[config.mk]
export PLATFORM = sky130hd
export DESIGN_NAME = led_string_driver_flat
export DESIGN_NICKNAME = d
export VERILOG_FILES = /design/src/rtl/led_string_pkg.sv /design/src/rtl/led_string_driver_if.sv /design/src/rtl/led_pixel_fifo.sv /design/src/rtl/led_string_driver.sv /design/src/flat_wrapper.sv
export SDC_FILE = /design/constraint.sdc
export NUM_CORES = 1
export LEC_CHECK = 0
export CORE_UTILIZATION = 33
export CTS_CLUSTER_DIAMETER = 40
export CTS_CLUSTER_SIZE = 8
export DETAILED_ROUTE_END_ITERATION = 7
export PLACE_DENSITY = 0.44
export SYNTH_ARGS = -nofsm -noshare
export SYNTH_HDL_FRONTEND = slang
export SYNTH_SLANG_ARGS = --single-unit
[constraint.sdc]
create_clock -name wb_clk_i -period 4.5 [get_ports wb_clk_i]
set_input_delay 0.9 -clock wb_clk_i [delete_from_list [all_inputs] [get_ports wb_clk_i]]
set_output_delay 0.9 -clock wb_clk_i [all_outputs]
set_load 0.02 [all_outputs]
[src/rtl/led_string_pkg.sv]
// Shared types, FSM encoding and default bit timing for the one-wire LED string driver.
// Every timing constant is a count of wb_clk_i cycles.
package led_string_pkg;

  localparam int PIXEL_W        = 24;
  localparam int DEF_FIFO_DEPTH = 8;
  localparam int DEF_T0H_CYC    = 14;
  localparam int DEF_T1H_CYC    = 28;
  localparam int DEF_BIT_CYC    = 50;
  localparam int DEF_RESET_CYC  = 2000;

  // Wire order is G, R, B with the MSB of G leaving first.
  typedef struct packed {
    logic [7:0] g;
    logic [7:0] r;
    logic [7:0] b;
  } pixel_t;

  typedef enum logic [1:0] {
    ST_IDLE  = 2'd0,
    ST_LOAD  = 2'd1,
    ST_SHIFT = 2'd2,
    ST_LATCH = 2'd3
  } led_state_e;

endpackage

[src/rtl/led_string_driver_if.sv]
// Pixel/latch handshake between the register block (master) and the LED string driver (slave).
// A pixel moves on valid & ready; latch_i is a single-cycle pulse with no handshake.
interface led_string_driver_if;
  import led_string_pkg::*;

  logic   pix_valid_i;
  pixel_t pix_data_i;
  logic   pix_ready_o;
  logic   latch_i;

  modport master (output pix_valid_i, output pix_data_i, output latch_i, input pix_ready_o);
  modport slave  (input pix_valid_i, input pix_data_i, input latch_i, output pix_ready_o);

endinterface

[src/rtl/led_pixel_fifo.sv]
// Generic synchronous FIFO (power-of-two depth) with a combinational head and a registered level.
// Latency: a push is visible at the head one cycle later. Backpressure: push ignored when full, pop ignored when empty.
module led_pixel_fifo #(
  parameter int WIDTH = 24,
  parameter int DEPTH = 8
) (
  input  logic                       wb_clk_i,
  input  logic                       wb_rst_i,
  input  logic                       push,
  input  logic [WIDTH-1:0]           push_dat,
  input  logic                       pop,
  output logic [WIDTH-1:0]           head_dat,
  output logic                       full,
  output logic                       empty,
  output logic [$clog2(DEPTH+1)-1:0] level
);

  localparam int AW = $clog2(DEPTH);
  localparam int LW = $clog2(DEPTH+1);

  logic [WIDTH-1:0] mem [DEPTH];
  logic [AW-1:0]    wr_ptr;
  logic [AW-1:0]    rd_ptr;
  logic             do_push;
  logic             do_pop;

  assign full     = (level == LW'(DEPTH));
  assign empty    = (level == '0);
  assign do_push  = push & ~full;
  assign do_pop   = pop & ~empty;
  assign head_dat = mem[rd_ptr];

  always_ff @(posedge wb_clk_i) begin
    if (do_push) begin
      mem[wr_ptr] <= push_dat;
    end
  end

  always_ff @(posedge wb_clk_i) begin
    if (wb_rst_i) begin
      wr_ptr <= '0;
      rd_ptr <= '0;
      level  <= '0;
    end else begin
      if (do_push) wr_ptr <= wr_ptr + AW'(1);
      if (do_pop)  rd_ptr <= rd_ptr + AW'(1);
      case ({do_push, do_pop})
        2'b10:   level <= level + LW'(1);
        2'b01:   level <= level - LW'(1);
        default: level <= level;
      endcase
    end
  end

endmodule

[src/rtl/led_string_driver.sv]
// Serialises buffered GRB pixels onto a WS2812-style one-wire line, then a latch gap; LED_DONE_IRQ_EN adds done_irq_o.
// Latency: push -> LOAD next cycle -> led_o high the cycle after. Backpressure: pix_ready_o low while the FIFO is full.
module led_string_driver
  import led_string_pkg::*;
#(
  parameter int FIFO_DEPTH = DEF_FIFO_DEPTH,
  parameter int T0H_CYC    = DEF_T0H_CYC,
  parameter int T1H_CYC    = DEF_T1H_CYC,
  parameter int BIT_CYC    = DEF_BIT_CYC,
  parameter int RESET_CYC  = DEF_RESET_CYC
) (
  input  logic                            wb_clk_i,
  input  logic                            wb_rst_i,
  led_string_driver_if.slave              pix_if,
  output logic                            led_o,
  output logic                            busy_o,
  output logic [$clog2(FIFO_DEPTH+1)-1:0] fifo_level_o,
  output logic                            underrun_o
`ifdef LED_DONE_IRQ_EN
  ,
  output logic                            done_irq_o
`endif
);

  localparam int CNT_W = $clog2(BIT_CYC);
  localparam int GAP_W = $clog2(RESET_CYC);
  localparam logic [CNT_W-1:0] T0H_L    = CNT_W'(T0H_CYC);
  localparam logic [CNT_W-1:0] T1H_L    = CNT_W'(T1H_CYC);
  localparam logic [CNT_W-1:0] BIT_LAST = CNT_W'(BIT_CYC - 1);
  localparam logic [GAP_W-1:0] GAP_LAST = GAP_W'(RESET_CYC - 1);

  led_state_e         state_q;
  led_state_e         state_d;
  logic [PIXEL_W-1:0] shift_q;
  logic [4:0]         bit_idx_q;
  logic [CNT_W-1:0]   bit_cnt_q;
  logic [GAP_W-1:0]   gap_cnt_q;
  logic               latch_pending_q;
  logic               underrun_q;

  logic               fifo_full;
  logic               fifo_empty;
  logic [PIXEL_W-1:0] fifo_head;
  logic               load_pix;
  logic               bit_adv;
  logic               gap_done;
  logic               underrun_set;
  logic               bit_end;

  led_pixel_fifo #(
    .WIDTH (PIXEL_W),
    .DEPTH (FIFO_DEPTH)
  ) u_fifo (
    .wb_clk_i (wb_clk_i),
    .wb_rst_i (wb_rst_i),
    .push     (pix_if.pix_valid_i),
    .push_dat (pix_if.pix_data_i),
    .pop      (load_pix),
    .head_dat (fifo_head),
    .full     (fifo_full),
    .empty    (fifo_empty),
    .level    (fifo_level_o)
  );

  assign pix_if.pix_ready_o = ~fifo_full;
  assign bit_end            = (bit_cnt_q == BIT_LAST);

  always_ff @(posedge wb_clk_i) begin
    if (wb_rst_i) state_q <= ST_IDLE;
    else          state_q <= state_d;
  end

  // Popping in the final cycle of bit 0 keeps consecutive pixels gap-free.
  always_comb begin
    state_d      = state_q;
    load_pix     = 1'b0;
    bit_adv      = 1'b0;
    gap_done     = 1'b0;
    underrun_set = 1'b0;
    unique case (state_q)
      ST_IDLE: begin
        if (!fifo_empty)          state_d = ST_LOAD;
        else if (latch_pending_q) state_d = ST_LATCH;
      end
      ST_LOAD: begin
        load_pix = 1'b1;
        state_d  = ST_SHIFT;
      end
      ST_SHIFT: begin
        if (bit_end) begin
          if (bit_idx_q != '0)      bit_adv = 1'b1;
          else if (!fifo_empty)     load_pix = 1'b1;
          else if (latch_pending_q) state_d = ST_LATCH;
          else begin
            underrun_set = 1'b1;
            state_d      = ST_IDLE;
          end
        end
      end
      ST_LATCH: begin
        if (gap_cnt_q == GAP_LAST) begin
          gap_done = 1'b1;
          state_d  = ST_IDLE;
        end
      end
      default: state_d = ST_IDLE;
    endcase
  end

  always_ff @(posedge wb_clk_i) begin
    if (wb_rst_i) begin
      shift_q         <= '0;
      bit_idx_q       <= '0;
      bit_cnt_q       <= '0;
      gap_cnt_q       <= '0;
      latch_pending_q <= 1'b0;
      underrun_q      <= 1'b0;
    end else begin
      underrun_q <= underrun_set;
      if (load_pix) begin
        shift_q   <= fifo_head;
        bit_idx_q <= 5'(PIXEL_W - 1);
        bit_cnt_q <= '0;
      end else if (bit_adv) begin
        shift_q   <= {shift_q[PIXEL_W-2:0], 1'b0};
        bit_idx_q <= bit_idx_q - 5'd1;
        bit_cnt_q <= '0;
      end else if (state_q == ST_SHIFT) begin
        bit_cnt_q <= bit_cnt_q + CNT_W'(1);
      end
      if (state_q == ST_LATCH) gap_cnt_q <= gap_cnt_q + GAP_W'(1);
      else                     gap_cnt_q <= '0;
      // A latch request arriving while one is pending merges into the same gap.
      if (gap_done)            latch_pending_q <= 1'b0;
      else if (pix_if.latch_i) latch_pending_q <= 1'b1;
    end
  end

  assign led_o      = (state_q == ST_SHIFT) &&
                      (bit_cnt_q < (shift_q[PIXEL_W-1] ? T1H_L : T0H_L));
  assign busy_o     = (state_q != ST_IDLE);
  assign underrun_o = underrun_q;

`ifdef LED_DONE_IRQ_EN
  always_ff @(posedge wb_clk_i) begin
    if (wb_rst_i) done_irq_o <= 1'b0;
    else          done_irq_o <= gap_done;
  end
`endif

endmodule

[src/flat_wrapper.sv]
// flat-port wrapper written by rule: the top's interface ports become plain ports
module led_string_driver_flat import led_string_pkg::*;
#(
  parameter int FIFO_DEPTH = DEF_FIFO_DEPTH,
  parameter int T0H_CYC    = DEF_T0H_CYC,
  parameter int T1H_CYC    = DEF_T1H_CYC,
  parameter int BIT_CYC    = DEF_BIT_CYC,
  parameter int RESET_CYC  = DEF_RESET_CYC
)
  (wb_clk_i, wb_rst_i, led_o, busy_o, fifo_level_o, underrun_o, pix_if_pix_valid_i, pix_if_pix_data_i, pix_if_latch_i, pix_if_pix_ready_o);
  led_string_driver_if pix_if_i ();
  input  logic wb_clk_i;
  input  logic wb_rst_i;
  output logic led_o;
  output logic busy_o;
  output logic [$clog2(FIFO_DEPTH+1)-1:0] fifo_level_o;
  output logic underrun_o;
  input wire logic [$bits(pix_if_i.pix_valid_i)-1:0] pix_if_pix_valid_i;
  input wire logic [$bits(pix_if_i.pix_data_i)-1:0] pix_if_pix_data_i;
  input wire logic [$bits(pix_if_i.latch_i)-1:0] pix_if_latch_i;
  output wire logic [$bits(pix_if_i.pix_ready_o)-1:0] pix_if_pix_ready_o;
  assign pix_if_i.pix_valid_i = pix_if_pix_valid_i;
  assign pix_if_i.pix_data_i = pix_if_pix_data_i;
  assign pix_if_i.latch_i = pix_if_latch_i;
  assign pix_if_pix_ready_o = pix_if_i.pix_ready_o;
  led_string_driver #(.FIFO_DEPTH(FIFO_DEPTH), .T0H_CYC(T0H_CYC), .T1H_CYC(T1H_CYC), .BIT_CYC(BIT_CYC), .RESET_CYC(RESET_CYC)) u_core (.wb_clk_i(wb_clk_i), .wb_rst_i(wb_rst_i), .pix_if(pix_if_i), .led_o(led_o), .busy_o(busy_o), .fifo_level_o(fifo_level_o), .underrun_o(underrun_o));
endmodule
* Word-level counts from Yosys, hierarchy flattened
Memories as Yosys holds them, arrays and structs flattened. A register that Yosys moved wholly into a read port is not among the register bits. Cells that the tools add are included.
Operators by class: add/subtract/negate cells 7, order comparisons 1, equality and inequality tests 13, multiplexer cells 28, bitwise operators 7, reductions and logical operators 13
Operators with widths (number):
- two-way mux 24 bit | 2
- two-way mux 5 bit | 3
- two-way mux 2 bit | 7
- adder 11 x 1 -> 11 bit (second input constant) | 1
- equality test 11 bit (second input constant) | 1
- two-way mux 1 bit | 11
- case mux 2 bit (4 select lines) | 1
- case mux 4 bit (2 select lines) | 1
- adder 3 x 1 -> 3 bit (second input constant) | 2
- adder 6 x 1 -> 6 bit (second input constant) | 1
- equality test 2 bit (second input constant) | 3
- equality test 6 bit (second input constant) | 1
- < comparator 6 bit | 1
- two-way mux 3 bit | 2
- inequality test 2 x 1 -> 1 bit (second input constant) | 3
- nonzero test 2 bit | 3
- OR reduction 2 bit | 3
- inverter 1 bit | 5
- AND reduction 5 bit | 1
- nonzero test 5 bit | 1
- OR reduction 5 bit | 1
- subtractor 5 x 1 -> 5 bit (second input constant) | 1
- adder 4 x 1 -> 4 bit (second input constant) | 1
- equality test 2 x 1 -> 1 bit (second input constant) | 2
- 10 further kinds | 11
Storage, ports and cells: bits in registers 60, RAM bits 192, output and inout bits 8, word-level logic and storage cells 81, memories kept 1
Memory list:
- u_core.u_fifo.mem | depth 8, bits a word 24, rd ports 1, clocked after Yosys merged registers in 1, wr ports 1, RTL line led_pixel_fifo.sv:21 | logic [WIDTH-1:0] mem [DEPTH];

* Logic depth before layout (Yosys ltp)
depth in word-level cells 8, mapped depth 12

* Hierarchy
Synthesis repeated with hierarchy kept, for this count alone.
Second synthesis, totals: cell total of the unflattened synthesis 606, area, all modules 10505.1 sq um
By module, submodules not included:
- led_pixel_fifo | instances 1, cells an instance 351, area an instance 7985.2 sq um
- led_string_driver | instances 1, cells an instance 255, area an instance 2519.9 sq um

* Least setup slack after synthesis
No wires, ideal clock.
kind reg-to-reg, from reg u_core.u_fifo.level[1], to mem u_core.u_fifo.mem[0][0], enable pin, data arrival time 3053 ps, slack 1011 ps, cell stages (with the launch flop) 7, path buffers 1, clock period less this slack 3489 ps, path through dfxtp_1 -> buf_6 -> nor3_1 -> nand2_1 -> nand2_1 -> or2_2 -> nor3_1
On the way: word-level cells in the longest chain between the ends 5
RTL lines:
- start: declaration | RTL line led_pixel_fifo.sv:15 | output logic [$clog2(DEPTH+1)-1:0] level
- start signal: assignment | RTL line led_pixel_fifo.sv:48 | 2'b10: level <= level + LW'(1);
- start signal: assignment | RTL line led_pixel_fifo.sv:49 | 2'b01: level <= level - LW'(1);
- start signal: assignment | RTL line led_pixel_fifo.sv:50 | default: level <= level;
- equality test 4 bit | RTL line led_pixel_fifo.sv:27 | assign full = (level == LW'(DEPTH));
- inverter 1 bit
- net pix_if_pix_ready_o | RTL line flat_wrapper.sv:21 | output wire logic [$bits(pix_if_i.pix_ready_o)-1:0] pix_if_pix_ready_o;
- bitwise AND 1 bit | RTL line led_pixel_fifo.sv:29 | assign do_push = push & ~full;
- two-way mux 1 bit | RTL line led_pixel_fifo.sv:34 | if (do_push) begin
- two-way mux 1 bit (not written as such) | RTL line led_pixel_fifo.sv:35 | mem[wr_ptr] <= push_dat;
- end: declaration | RTL line led_pixel_fifo.sv:21
The timed path passes the listed nets, and every way through them passes these cells.

* Worst setup path in the final report
from reg u_core.state_q[0], to out led_o
On the way: word-level cells in the longest chain between the ends 2
RTL lines:
- start: declaration | RTL line led_string_driver.sv:32 | led_state_e state_q;
- start signal: assignment | RTL line led_string_driver.sv:70 | else state_q <= state_d;
- equality test 2 bit | RTL line led_string_driver.sv:139 | assign led_o = (state_q == ST_SHIFT) &&
- logical AND 1 bit | RTL line led_string_driver.sv:139
- end: declaration | RTL line flat_wrapper.sv:14 | output logic led_o;
No other way between the ends.

==> summary.md <==
| Metric | Value |
|---|---|
| Hold WS | `0.439 ns` |
| Total track usage | `13.8%` |
| Worst hold start | `u_core.gap_cnt_q[0]$_SDFF_PP0_` |
| Post-synthesis instance area | `0.0100 mm²` |
| Post-CTS Hold Buffers | `0` |
| Max-Cap Viols | `0` |
| Die H | `176 µm` |
| Seq/Total Area, Yosys | `70.2%` |
| Leakage | `3.93 nW` |
| Synthesized area per cell | `17.1 µm²` |
| Final worst slack | `1.40 ns` |
| DP Worst Slack | `1.48 ns` |
| Total Power | `6.19 mW` |
| Crit Path Max Fanout | `11` |
| Layout Nets | `692` |
| Met1 wire length | `8940 µm` |
| Post-synthesis register bit count | `255` |
| Number of flops mapped to enable cells by yosys | `192` |
| Fill cell count | `2662` |
| Warnings, synthesis | `0` |
| RSZ-0062 raised after global routing | `false` |
| Worst-path clk slew | `0.05 ns` |
| WS Path Type | `register to output pin` |
| Vias in the first global route | `5630` |
| Synth-to-layout area growth | `21.0%` |
| IO Count | `36` |
| Grt total ovfl | `0` |
| Yosys top cell area share | `57.6%` |
| Setup crit start kind | `register` |
| Gate Count Post-Synth | `584` |
| Max VDD drop | `343 µV` |
| Clock Sinks | `255` |
| Clk_skew | `0.0215 ns` |
| Clock Latency Late Sink | `0.52 ns` |
| Top layer in use | `met4` |
| CTS Root Cell | `clkbuf_16` |
| Setup TNS | `0 ns` |
| Final hold vios | `0` |
| Synth unique cells | `46` |
| Die area | `0.0310 mm²` |
| Largest net degree at the start of global routing | `41` |
| Total CTS buffers | `42` |
| Layout cells sized above 1 | `19.2%` |
| Tcrit/Tclk final | `69.0%` |
| Pre-antenna DRT Iters | `4` |
| CP startpoint | `u_core.state_q[0]$_SDFFE_PP0P_` |
| DP Cell Count | `994` |
| Top_reg_cell synth | `edfxtp_1` |
| DR WL/cell | `18.9 µm` |
| Post-cts resize count | `0` |
| Starting Density | `33.7%` |
| Post-DP HPWL | `11600 µm` |
| # setup viols final | `0` |
| Sequential cell area | `0.00703 mm²` |
| Number of diodes | `0` |
| Async set-reset flop share out of synthesis | `0%` |
| Final non-filler cell total | `1068` |
| Met3 Wirelength | `685 µm` |
| TritonCTS clock tree | `built` |
| Critical Path RT | `3.60 ns` |
| DRC errors left | `0` |
| Routed vias/inst | `4.82` |
| Leading cell type in the layout, fill and taps excluded | `edfxtp_1` |
| Antenna violations before repair | `0` |
| Slew Limit Fails | `0` |
| GPL Wtd Cong | `0.676` |
| Worst Max-Slew Pin Slew | `0.851 ns` |
| WP data arrival | `2.20 ns` |
| Hold Path Class | `register to register` |
| First-pass GRT wire length | `32400 µm` |
| P per Cell Area | `511 mW/mm²` |
| Synth area leaders | `edfxtp_1, dfxtp_1, mux4_2` |
| Port bufs | `35` |
| Slew HR | `43.3%` |
| Worst R2R Start | `u_core.state_q[0]$_SDFFE_PP0P_` |
| Final Critical Period | `3.10 ns` |
| DRT iter0 DRCs | `275` |
| Final ANT Viol Nets | `0` |
| Metal2 WL | `10100 µm` |
| Post-CTS Setup Inserts | `0` |
| Status | `finished clean` |
| Die Span X | `176 µm` |
| Synth area leader | `edfxtp_1` |
| Area taken by multi-input logic gates | `0.00283 mm²` |
| Detailed-route wire length | `20200 µm` |
| Post-synthesis net count | `628` |
| Max Clock Freq | `0.322 GHz` |
| H-tree depth | `2` |
| Most frequent cells in the layout | `edfxtp_1, dfxtp_1, nor2_1, mux4_2, clkbuf_16` |
| CP endpoint kind | `output pin` |
| Maximum clock insertion buffer count | `3` |
| Core footprint | `0.0297 mm²` |
| Detailed-route via count | `5146` |
| Num rows | `63` |
-- worst paths after layout --
kind                                    endpoint  slack, ns  depth (start not counted)
max reg2reg  u_core.u_fifo.level[2]$_SDFFE_PP0P_       1.49                         12
max                                        led_o       1.40                          4
min reg2reg       u_core.gap_cnt_q[0]$_SDFF_PP0_       0.44                          1
min               u_core.gap_cnt_q[0]$_SDFF_PP0_       0.44                          1
-- power breakdown --
group	leakage, nW	switching [mW]	internal (mW)
clock	0.618	1.01	1.87
combinational	1.05	0.293	0.269
sequential	2.26	0.0948	2.65
-- kinds of logic (layout without fill, tap and decap cells) --
group | after synthesis | count (layout) | synth area share, %
multiplexers | 76 | 76 | 13.6
AO/OA/AOI/OAI | 51 | 51 | 4.12
flip-flops | 255 | 255 | 70.2
AND/OR/NAND/NOR | 124 | 124 | 6.11
buffers and inverters | 37 | 131 | 1.77
XOR/XNOR | 25 | 25 | 2.19
adder cells (fa/ha/maj) | 16 | 16 | 2.00
-- per-stage QoR --
step	utilization [%]	area [µm²]
after floorplan	-	10000
after global placement	36.5	10800
after detailed placement	36.5	10800
after CTS	40.8	12100
after global routing	40.8	12100
final	40.8	12100
-- sequential cells by signal, indices dropped and copies added (netlist names), named ones only --
name / count
u_core.u_fifo.mem: 192
u_core.shift_q: 24
u_core.gap_cnt_q: 11
u_core.bit_cnt_q: 6
u_core.bit_idx_q: 5
u_core.u_fifo.level: 4
u_core.u_fifo.rd_ptr: 3
u_core.u_fifo.wr_ptr: 3
u_core.state_q: 2
u_core.latch_pending_q: 1
u_core.underrun_o: 1
-- final cells by class --
| type | count | share of cell area (%) |
|---|---|---|
| well taps | 390 | 4.03 |
| repair buffers | 48 | 3.70 |
| inverters | 9 | 0.279 |
| multi-input cells | 292 | 23.4 |
| clock inverters | 10 | 1.03 |
| flip-flops and latches | 255 | 58.1 |
| clock buffers | 64 | 9.53 |
-- critical path, stage by stage (launching register included) --
cell             delay [ns]
dfxtp_1                0.32
inv_1                  0.12
ha_1                   0.43
and3_1                 0.23
clkdlybuf4s50_1        0.60
-- cell usage after synthesis, drive strengths merged, types with 4 or more instances --
| library cell | count |
|---|---|
| a211oi | 7 |
| nor3 | 8 |
| dfxtp | 63 |
| o21ai | 6 |
| ha | 16 |
| nand2b | 5 |
| clkbuf | 13 |
| mux4 | 48 |
| nand3 | 10 |
| inv | 9 |
| and3 | 4 |
| mux2i | 27 |
| nand2 | 14 |
| xor2 | 14 |
| a21oi | 10 |
| a221o | 21 |
| xnor2 | 11 |
| nor2 | 60 |
| buf | 15 |
| edfxtp | 192 |
-- routing by layer --
layer / vias up / GRT usage (%)
li1: 2419 / -
met1: 2598 / 17.2
met2: 91 / 23.9
met3: 38 / 2.73
met4: 0 / 4.71
met5: - / 0
(Power assumes the default switching activity.)
